--- config.mk ---
export PLATFORM = sky130hd
export DESIGN_NAME = instr_mem_loader_flat
export DESIGN_NICKNAME = d
export VERILOG_FILES = /design/src/rtl/instr_mem_loader_pkg.sv /design/src/rtl/instr_mem_loader_if.sv /design/src/rtl/instr_mem_loader_word_assembler.sv /design/src/rtl/instr_mem_loader.sv /design/src/flat_wrapper.sv
export SDC_FILE = /design/constraint.sdc
export NUM_CORES = 1
export LEC_CHECK = 0
export BUFFER_PORTS_ARGS = -buffer_cell sky130_fd_sc_hd__buf_4
export CAP_MARGIN = 15
export CORE_ASPECT_RATIO = 0.75
export CORE_UTILIZATION = 51
export CTS_BUF_LIST = sky130_fd_sc_hd__clkbuf_8
export CTS_CLUSTER_DIAMETER = 120
export DETAILED_ROUTE_END_ITERATION = 10
export GPL_TIMING_DRIVEN = 0
export PLACE_DENSITY = 0.82
export SKIP_CTS_REPAIR_TIMING = 1
export SYNTH_ARGS = -nofsm -noshare
export SYNTH_HDL_FRONTEND = slang
export SYNTH_SLANG_ARGS = --single-unit
--- constraint.sdc ---
create_clock -name sys_clk -period 3.32 [get_ports sys_clk]
set_input_delay 0.664 -clock sys_clk [delete_from_list [all_inputs] [get_ports sys_clk]]
set_output_delay 0.664 -clock sys_clk [all_outputs]
set_load 0.005 [all_outputs]
--- src/rtl/instr_mem_loader_pkg.sv ---
// Shared constants and state encoding for the instruction-memory loader.
//   LOAD_START     : frame start marker byte
//   INSTR_MEM_NUM  : instruction memory depth in words
//   INSTR_MEM_BW   : word-address width
//   ld_state_e     : loader FSM state encoding (3-bit)
package instr_mem_loader_pkg;

  localparam logic [7:0] LOAD_START    = 8'hA5;
  localparam int         INSTR_MEM_NUM = 64;
  localparam int         INSTR_MEM_BW  = 6;

  typedef enum logic [2:0] {
    LD_IDLE  = 3'd0,
    LD_COUNT = 3'd1,
    LD_DATA  = 3'd2,
    LD_CSUM  = 3'd3,
    LD_DONE  = 3'd4,
    LD_ERR   = 3'd5
  } ld_state_e;

endpackage

--- src/rtl/instr_mem_loader_if.sv ---
// Byte-stream input, memory write port and status lines of the loader.
//   byte_valid/byte_data : host byte stream (no backpressure)
//   mem_we/waddr/wdata   : instruction memory word write port
//   cpu_hold             : keeps the core stalled while high
//   load_done/load_err   : status of the last frame
// Modports: master = host/bench side, slave = loader side.
interface instr_mem_loader_if #(
  parameter int ADDR_W = 6
) ();

  logic              byte_valid;
  logic [7:0]        byte_data;
  logic              mem_we;
  logic [ADDR_W-1:0] mem_waddr;
  logic [31:0]       mem_wdata;
  logic              cpu_hold;
  logic              load_done;
  logic              load_err;

  modport master (
    output byte_valid, byte_data,
    input  mem_we, mem_waddr, mem_wdata, cpu_hold, load_done, load_err
  );

  modport slave (
    input  byte_valid, byte_data,
    output mem_we, mem_waddr, mem_wdata, cpu_hold, load_done, load_err
  );

endinterface

--- src/rtl/instr_mem_loader_word_assembler.sv ---
// Big-endian word assembler: collects bytes into a 32-bit word.
//   i_clk, i_rst   : clock, async active-high reset
//   i_clr          : restart byte position at the first byte of a word
//   i_en           : accept i_byte this cycle
//   i_byte         : data byte
//   o_word_valid   : combinational; high while the 4th byte of a word is accepted
//   o_word         : combinational; the completed word (valid with o_word_valid)
module word_assembler (
  input  logic        i_clk,
  input  logic        i_rst,
  input  logic        i_clr,
  input  logic        i_en,
  input  logic [7:0]  i_byte,
  output logic        o_word_valid,
  output logic [31:0] o_word
);

  logic [23:0] r_shift;
  logic [1:0]  r_cnt;

  always_ff @(posedge i_clk or posedge i_rst) begin
    if (i_rst) begin
      r_shift <= '0;
      r_cnt   <= '0;
    end else if (i_clr) begin
      r_shift <= '0;
      r_cnt   <= '0;
    end else if (i_en) begin
      r_shift <= {r_shift[15:0], i_byte};
      r_cnt   <= r_cnt + 2'd1;
    end
  end

  // The 4th byte bypasses the shift register so the top can register the
  // write on the same edge that accepts it.
  assign o_word_valid = i_en && (r_cnt == 2'd3);
  assign o_word       = {r_shift, i_byte};

endmodule

--- src/rtl/instr_mem_loader.sv ---
// Byte-serial instruction memory programming controller.
// Parses frames  A5, N, 4*N data bytes, XOR checksum  and writes big-endian
// words to the instruction memory; holds the CPU until a frame loads cleanly.
//   sys_clk   : clock, rising edge
//   sys_reset : asynchronous active-high reset
//   bus       : byte stream in, memory write port and status out (slave)
module instr_mem_loader
  import instr_mem_loader_pkg::*;
#(
  parameter int DEPTH  = INSTR_MEM_NUM,
  parameter int ADDR_W = INSTR_MEM_BW
) (
  input  logic               sys_clk,
  input  logic               sys_reset,
  instr_mem_loader_if.slave  bus
);

  // One extra bit so that N = DEPTH is representable and terminates the load.
  localparam int CNT_W = ADDR_W + 1;

  ld_state_e         r_state;
  ld_state_e         w_next;
  logic [CNT_W-1:0]  r_n;
  logic [CNT_W-1:0]  r_widx;
  logic [CNT_W-1:0]  w_widx_nxt;
  logic [7:0]        r_csum;
  logic              r_we;
  logic [ADDR_W-1:0] r_waddr;
  logic [31:0]       r_wdata;
  logic              r_hold;
  logic              r_done;
  logic              r_err;
  logic              w_start;
  logic              w_cnt_byte;
  logic              w_asm_en;
  logic              w_word_valid;
  logic [31:0]       w_word;

  // Count byte 0 means a full memory; anything above DEPTH saturates.
  function automatic logic [CNT_W-1:0] sat_count(input logic [7:0] b);
    if ((b == 8'd0) || (int'(b) > DEPTH)) return CNT_W'(DEPTH);
    return CNT_W'(b);
  endfunction

  assign w_start    = bus.byte_valid && (bus.byte_data == LOAD_START);
  assign w_cnt_byte = bus.byte_valid && (r_state == LD_COUNT);
  assign w_asm_en   = bus.byte_valid && (r_state == LD_DATA);
  assign w_widx_nxt = r_widx + CNT_W'(1);

  word_assembler u_asm (
    .i_clk        (sys_clk),
    .i_rst        (sys_reset),
    .i_clr        (w_cnt_byte),
    .i_en         (w_asm_en),
    .i_byte       (bus.byte_data),
    .o_word_valid (w_word_valid),
    .o_word       (w_word)
  );

  always_ff @(posedge sys_clk or posedge sys_reset) begin
    if (sys_reset) r_state <= LD_IDLE;
    else           r_state <= w_next;
  end

  // A5 only restarts from IDLE/DONE/ERR; inside a frame it is plain data.
  always_comb begin
    w_next = r_state;
    unique case (r_state)
      LD_IDLE, LD_DONE, LD_ERR: if (w_start) w_next = LD_COUNT;
      LD_COUNT: if (bus.byte_valid) w_next = LD_DATA;
      LD_DATA:  if (w_word_valid && (w_widx_nxt == r_n)) w_next = LD_CSUM;
      LD_CSUM:  if (bus.byte_valid)
                  w_next = (bus.byte_data == r_csum) ? LD_DONE : LD_ERR;
      default:  w_next = LD_IDLE;
    endcase
  end

  always_ff @(posedge sys_clk or posedge sys_reset) begin
    if (sys_reset) begin
      r_n     <= '0;
      r_widx  <= '0;
      r_csum  <= '0;
      r_we    <= 1'b0;
      r_waddr <= '0;
      r_wdata <= '0;
      r_hold  <= 1'b1;
      r_done  <= 1'b0;
      r_err   <= 1'b0;
    end else begin
      r_we <= w_word_valid;
      if (w_word_valid) begin
        r_waddr <= r_widx[ADDR_W-1:0];
        r_wdata <= w_word;
        r_widx  <= w_widx_nxt;
      end
      if (w_cnt_byte) begin
        r_n    <= sat_count(bus.byte_data);
        r_widx <= '0;
        r_csum <= '0;
      end
      if (w_asm_en) r_csum <= r_csum ^ bus.byte_data;
      // Status follows the state register by one edge.
      r_hold <= (r_state != LD_DONE);
      r_done <= (r_state == LD_DONE);
      r_err  <= (r_state == LD_ERR);
    end
  end

  assign bus.mem_we    = r_we;
  assign bus.mem_waddr = r_waddr;
  assign bus.mem_wdata = r_wdata;
  assign bus.cpu_hold  = r_hold;
  assign bus.load_done = r_done;
  assign bus.load_err  = r_err;

endmodule

--- src/flat_wrapper.sv ---
// flat-port wrapper written by rule: the top's interface ports become plain ports
module instr_mem_loader_flat import instr_mem_loader_pkg::*;
#(
  parameter int DEPTH  = INSTR_MEM_NUM,
  parameter int ADDR_W = INSTR_MEM_BW
)
  (sys_clk, sys_reset, bus_byte_valid, bus_byte_data, bus_mem_we, bus_mem_waddr, bus_mem_wdata, bus_cpu_hold, bus_load_done, bus_load_err);
  instr_mem_loader_if #(.ADDR_W(ADDR_W)) bus_i ();
  input  logic sys_clk;
  input  logic sys_reset;
  input wire logic [$bits(bus_i.byte_valid)-1:0] bus_byte_valid;
  input wire logic [$bits(bus_i.byte_data)-1:0] bus_byte_data;
  output wire logic [$bits(bus_i.mem_we)-1:0] bus_mem_we;
  output wire logic [$bits(bus_i.mem_waddr)-1:0] bus_mem_waddr;
  output wire logic [$bits(bus_i.mem_wdata)-1:0] bus_mem_wdata;
  output wire logic [$bits(bus_i.cpu_hold)-1:0] bus_cpu_hold;
  output wire logic [$bits(bus_i.load_done)-1:0] bus_load_done;
  output wire logic [$bits(bus_i.load_err)-1:0] bus_load_err;
  assign bus_i.byte_valid = bus_byte_valid;
  assign bus_i.byte_data = bus_byte_data;
  assign bus_mem_we = bus_i.mem_we;
  assign bus_mem_waddr = bus_i.mem_waddr;
  assign bus_mem_wdata = bus_i.mem_wdata;
  assign bus_cpu_hold = bus_i.cpu_hold;
  assign bus_load_done = bus_i.load_done;
  assign bus_load_err = bus_i.load_err;
  instr_mem_loader #(.DEPTH(DEPTH), .ADDR_W(ADDR_W)) u_core (.sys_clk(sys_clk), .sys_reset(sys_reset), .bus(bus_i));
endmodule
==> impl_metrics.csv <==
group,metric,value,unit
final_layout,n_antenna_cell,0,
yosys,ys_seq_area_share,59.84,%
yosys,synth_fa_ha_area_share,0.6431,%
setup_path,rr_worst_depth,6,
sta,setup_viol,0,
clock_tree,cts_buffers,9,
yosys,syn_avg_cell_area,10.72,µm²
outcome,outcome,"complete, no violations",
drt,drtIter0Drc,186,
final_layout,nets,436,
yosys,synth_xor_area_share,5.852,%
setup_path,rr_startpoint,"u_core.r_widx[0]",
sta,min_period,2.242,ns
yosys,synthCells,363,
setup_path,crit_path_cell_trace,"ha_1 -> and3_2 -> xnor2_1 -> or4_1 -> o31ai_2 -> o211a_1",
sta,worst_pin_slew,0.5362,ns
final_layout,fin_area,4616,µm²
yosys,synth_cell_types,36,
clock_tree,clock_sinks,93,
drt,vias,2805,
clock_tree,clk_pin_slew,0.09,ns
floorplan,core_area,7365,µm²
global_routing,use_met1,34.41,%
clock_tree,clkLatencyLatePin,0.36,ns
drt,postRouteAntennaNets,0,
floorplan,die_h,77.65,µm
setup_path,endpoint_kind,"flip-flop",
global_routing,met3_usage,6.036,%
setup_path,r2r-end,"u_core.r_state[0]",
yosys,muxShareOfSynthArea,4.309,%
floorplan,die-area,7987,µm²
placed_design,gp_congestion,0.8089,
drt,wl_per_cell,15.06,µm
yosys,yosysTopAreaCell,"dfrtp_1",
power_and_ir_drop,peakVddDrop,0.4257,mV
global_routing,busiest_layer,"met1",
setup_path,ff2ff_setup_slack,1.08,ns
sta,skew,0.008557,ns
setup_path,crit_buf_inv,0,
final_layout,area.growth.synth_to_final,18.62,%
sta,slew_viol_final,0,
sta,maxSlewHeadroom,64.17,%
floorplan,die_w,102.9,µm
setup_path,cp.arrival,2.54,ns
yosys,synth-seq-cells,93,
sta,fin_crit_sh,67.53,%
final_layout,mostFrequentLayoutCell,"nand2_1",
setup_path,cp_slowest_stage_delay,0.54,ns
drt,drc,0,
yosys,yosys_warnings,0,
yosys,synth_simple_gate_area_share,16.14,%
sta,setup_tns,0,ns
floorplan,fp-row-count,27,
setup_path,critPathLaunchType,"flip-flop",
placed_design,dp_hpwl,5590,µm
drt,firstDrtPassIters,6,
clock_tree,cts.path.max_buffers,2,
sta,max_freq,0.4460,GHz
placed_design,placed_cells,513,
sta,grt_setup_unrepaired,"no",
clock_tree,cts.htree.levels,3,
global_routing,grt_pass1_wl,13680,µm
drt,wl,7966,µm
placed_design,placed_area,4408,µm²
power_and_ir_drop,p_per_area,727.1,nW/µm²
worst_hold_path,hold_class,"in2async",
floorplan,start_util,52.84,%
clock_tree,tritoncts,"built",
setup_path,path_class,"reg2reg",
setup_path,slowest_stage,"or4_1",
yosys,synth_compound_area_share,10.16,%
global_routing,grtUsageMet2,32.33,%
sta,hold_viol,0,
yosys,synth_top_area_share,59.16,%
floorplan,ios,53,
final_layout,stdcell_count,529,
global_routing,antenna_found_initial,0,
clock_tree,root_buffer,"clkbuf_8",
final_layout,final_cell_mix,"nand2_1, dfrtp_1, buf_4",
yosys,synth.cell_area,3891,µm²
setup_path,cp_top_family,"simple AND/OR/NAND/NOR gates",
final_layout,layout-drive-gt1-share,22.43,%
yosys,synth.net_count,376,
setup_path,critPathMaxFanout,6,
yosys,synth_area_leaders,"dfrtp_1, nand2_1, a22o_1",
drt,via_per_inst,5.302,
power_and_ir_drop,power.leakage,2.407,nW
global_routing,grt_start_max_net_pins,77,
placed_design,io_buffers,48,
global_routing,grt_overflow_total,0,
yosys,synth_top_family_by_area,"simple AND/OR/NAND/NOR gates",
global_routing,grtUsageTotal,22.83,%
global_routing,grt_pass1_vias,2750,
setup_path,required,3.62,ns
flow_run,max-cap-violations,0,
final_layout,n_fill_cell,601,
## per-layer routing
| layer | wire length (µm) | up-vias |
|---|---|---|
| li1 | - | 1336 |
| met1 | 3953 | 1380 |
| met2 | 3472 | 82 |
| met3 | 463 | 7 |
| met4 | 76 | 0 |
| met5 | 0 | - |
## synthesized netlist by cell type
| library cell | count |
|---|---|
| and3_1 | 2 |
| nor2b_1 | 1 |
| buf_6 | 1 |
| clkbuf_1 | 7 |
| and3_2 | 1 |
| nor3_4 | 1 |
| o41ai_1 | 1 |
| dfrtp_1 | 92 |
| or3_1 | 1 |
| clkbuf_2 | 1 |
| dfstp_2 | 1 |
| nand4_1 | 3 |
| and4bb_1 | 1 |
| and2_1 | 2 |
| nor3b_1 | 2 |
| or4_1 | 1 |
| o31ai_1 | 3 |
| mux2_2 | 14 |
| xor2_1 | 7 |
| ha_1 | 2 |
| mux2i_1 | 1 |
| nor4_1 | 1 |
| buf_2 | 10 |
| nand3b_1 | 4 |
| buf_1 | 2 |
| o31ai_2 | 1 |
| nand2_1 | 103 |
| o211a_1 | 1 |
| xnor2_1 | 19 |
| inv_1 | 5 |
| a21oi_1 | 5 |
| a22o_1 | 23 |
| nor2_1 | 13 |
| nand3_1 | 7 |
| nand2b_1 | 1 |
| o21ai_0 | 23 |
## cell families after synthesis
kind of cell               after synthesis
and+or+nand+nor                        144
AOI/OAI and AO/OA                       57
adders and majority gates                2
xor gates and xnor gates                26
muxes                                   15
DFF                                     93
buffers and inverters                   26
## power by group
group          internal [mW]  leakage (nW)  switching, mW
combinational          0.459          1.04          0.471
clock                  0.389         0.106          0.385
sequential              1.43          1.26          0.223
## state kept, by name (all words and copies together), names as in the netlist, 2 cells and up
register and cells:
u_core.bus.mem_wdata 32, u_core.u_asm.r_shift 24, u_core.r_csum 8, u_core.r_n 7, u_core.r_widx 7, u_core.bus.mem_waddr 6
u_core.r_state 3, u_core.u_asm.r_cnt 2
## cell type report
class,instances,area (µm²),share of cell area (%)
clock buffers,11,151.4,3.280
clock inverters,5,56.30,1.220
flip-flops and latches,93,2328,50.45
multi-input cells,244,1444,31.28
repair buffers,49,387.9,8.403
well taps,101,126.4,2.738
inverters,5,21.27,0.4608
plain buffers,21,100.1,2.169
## through the flow
step	worst slack, ns	hold WS [ns]	utilization, %	total power, mW
2_1_floorplan	0.2373	0.4396	-	2.253
3_3_place_gp	-0.6937	0.4625	59.45	2.539
3_5_place_dp	0.9636	0.4637	59.85	2.596
4_1_cts	1.110	0.2252	62.67	3.373
5_1_grt	0.9920	0.2285	62.67	3.569
6_report	1.078	0.2271	62.67	3.356
## worst max path at each step
stage,to,from,cells past startpoint
after detailed placement,u_core.bus.mem_wdata[12],bus_byte_valid,9
final,u_core.r_state[0],u_core.r_widx[0],6
after floorplan,u_core.bus.load_done,sys_reset,1
after global routing,u_core.r_state[0],u_core.r_widx[0],6
after CTS,u_core.r_state[0],u_core.r_widx[0],6
after global placement,u_core.bus.mem_wdata[5],sys_reset,2
(Power assumes the default switching activity.)
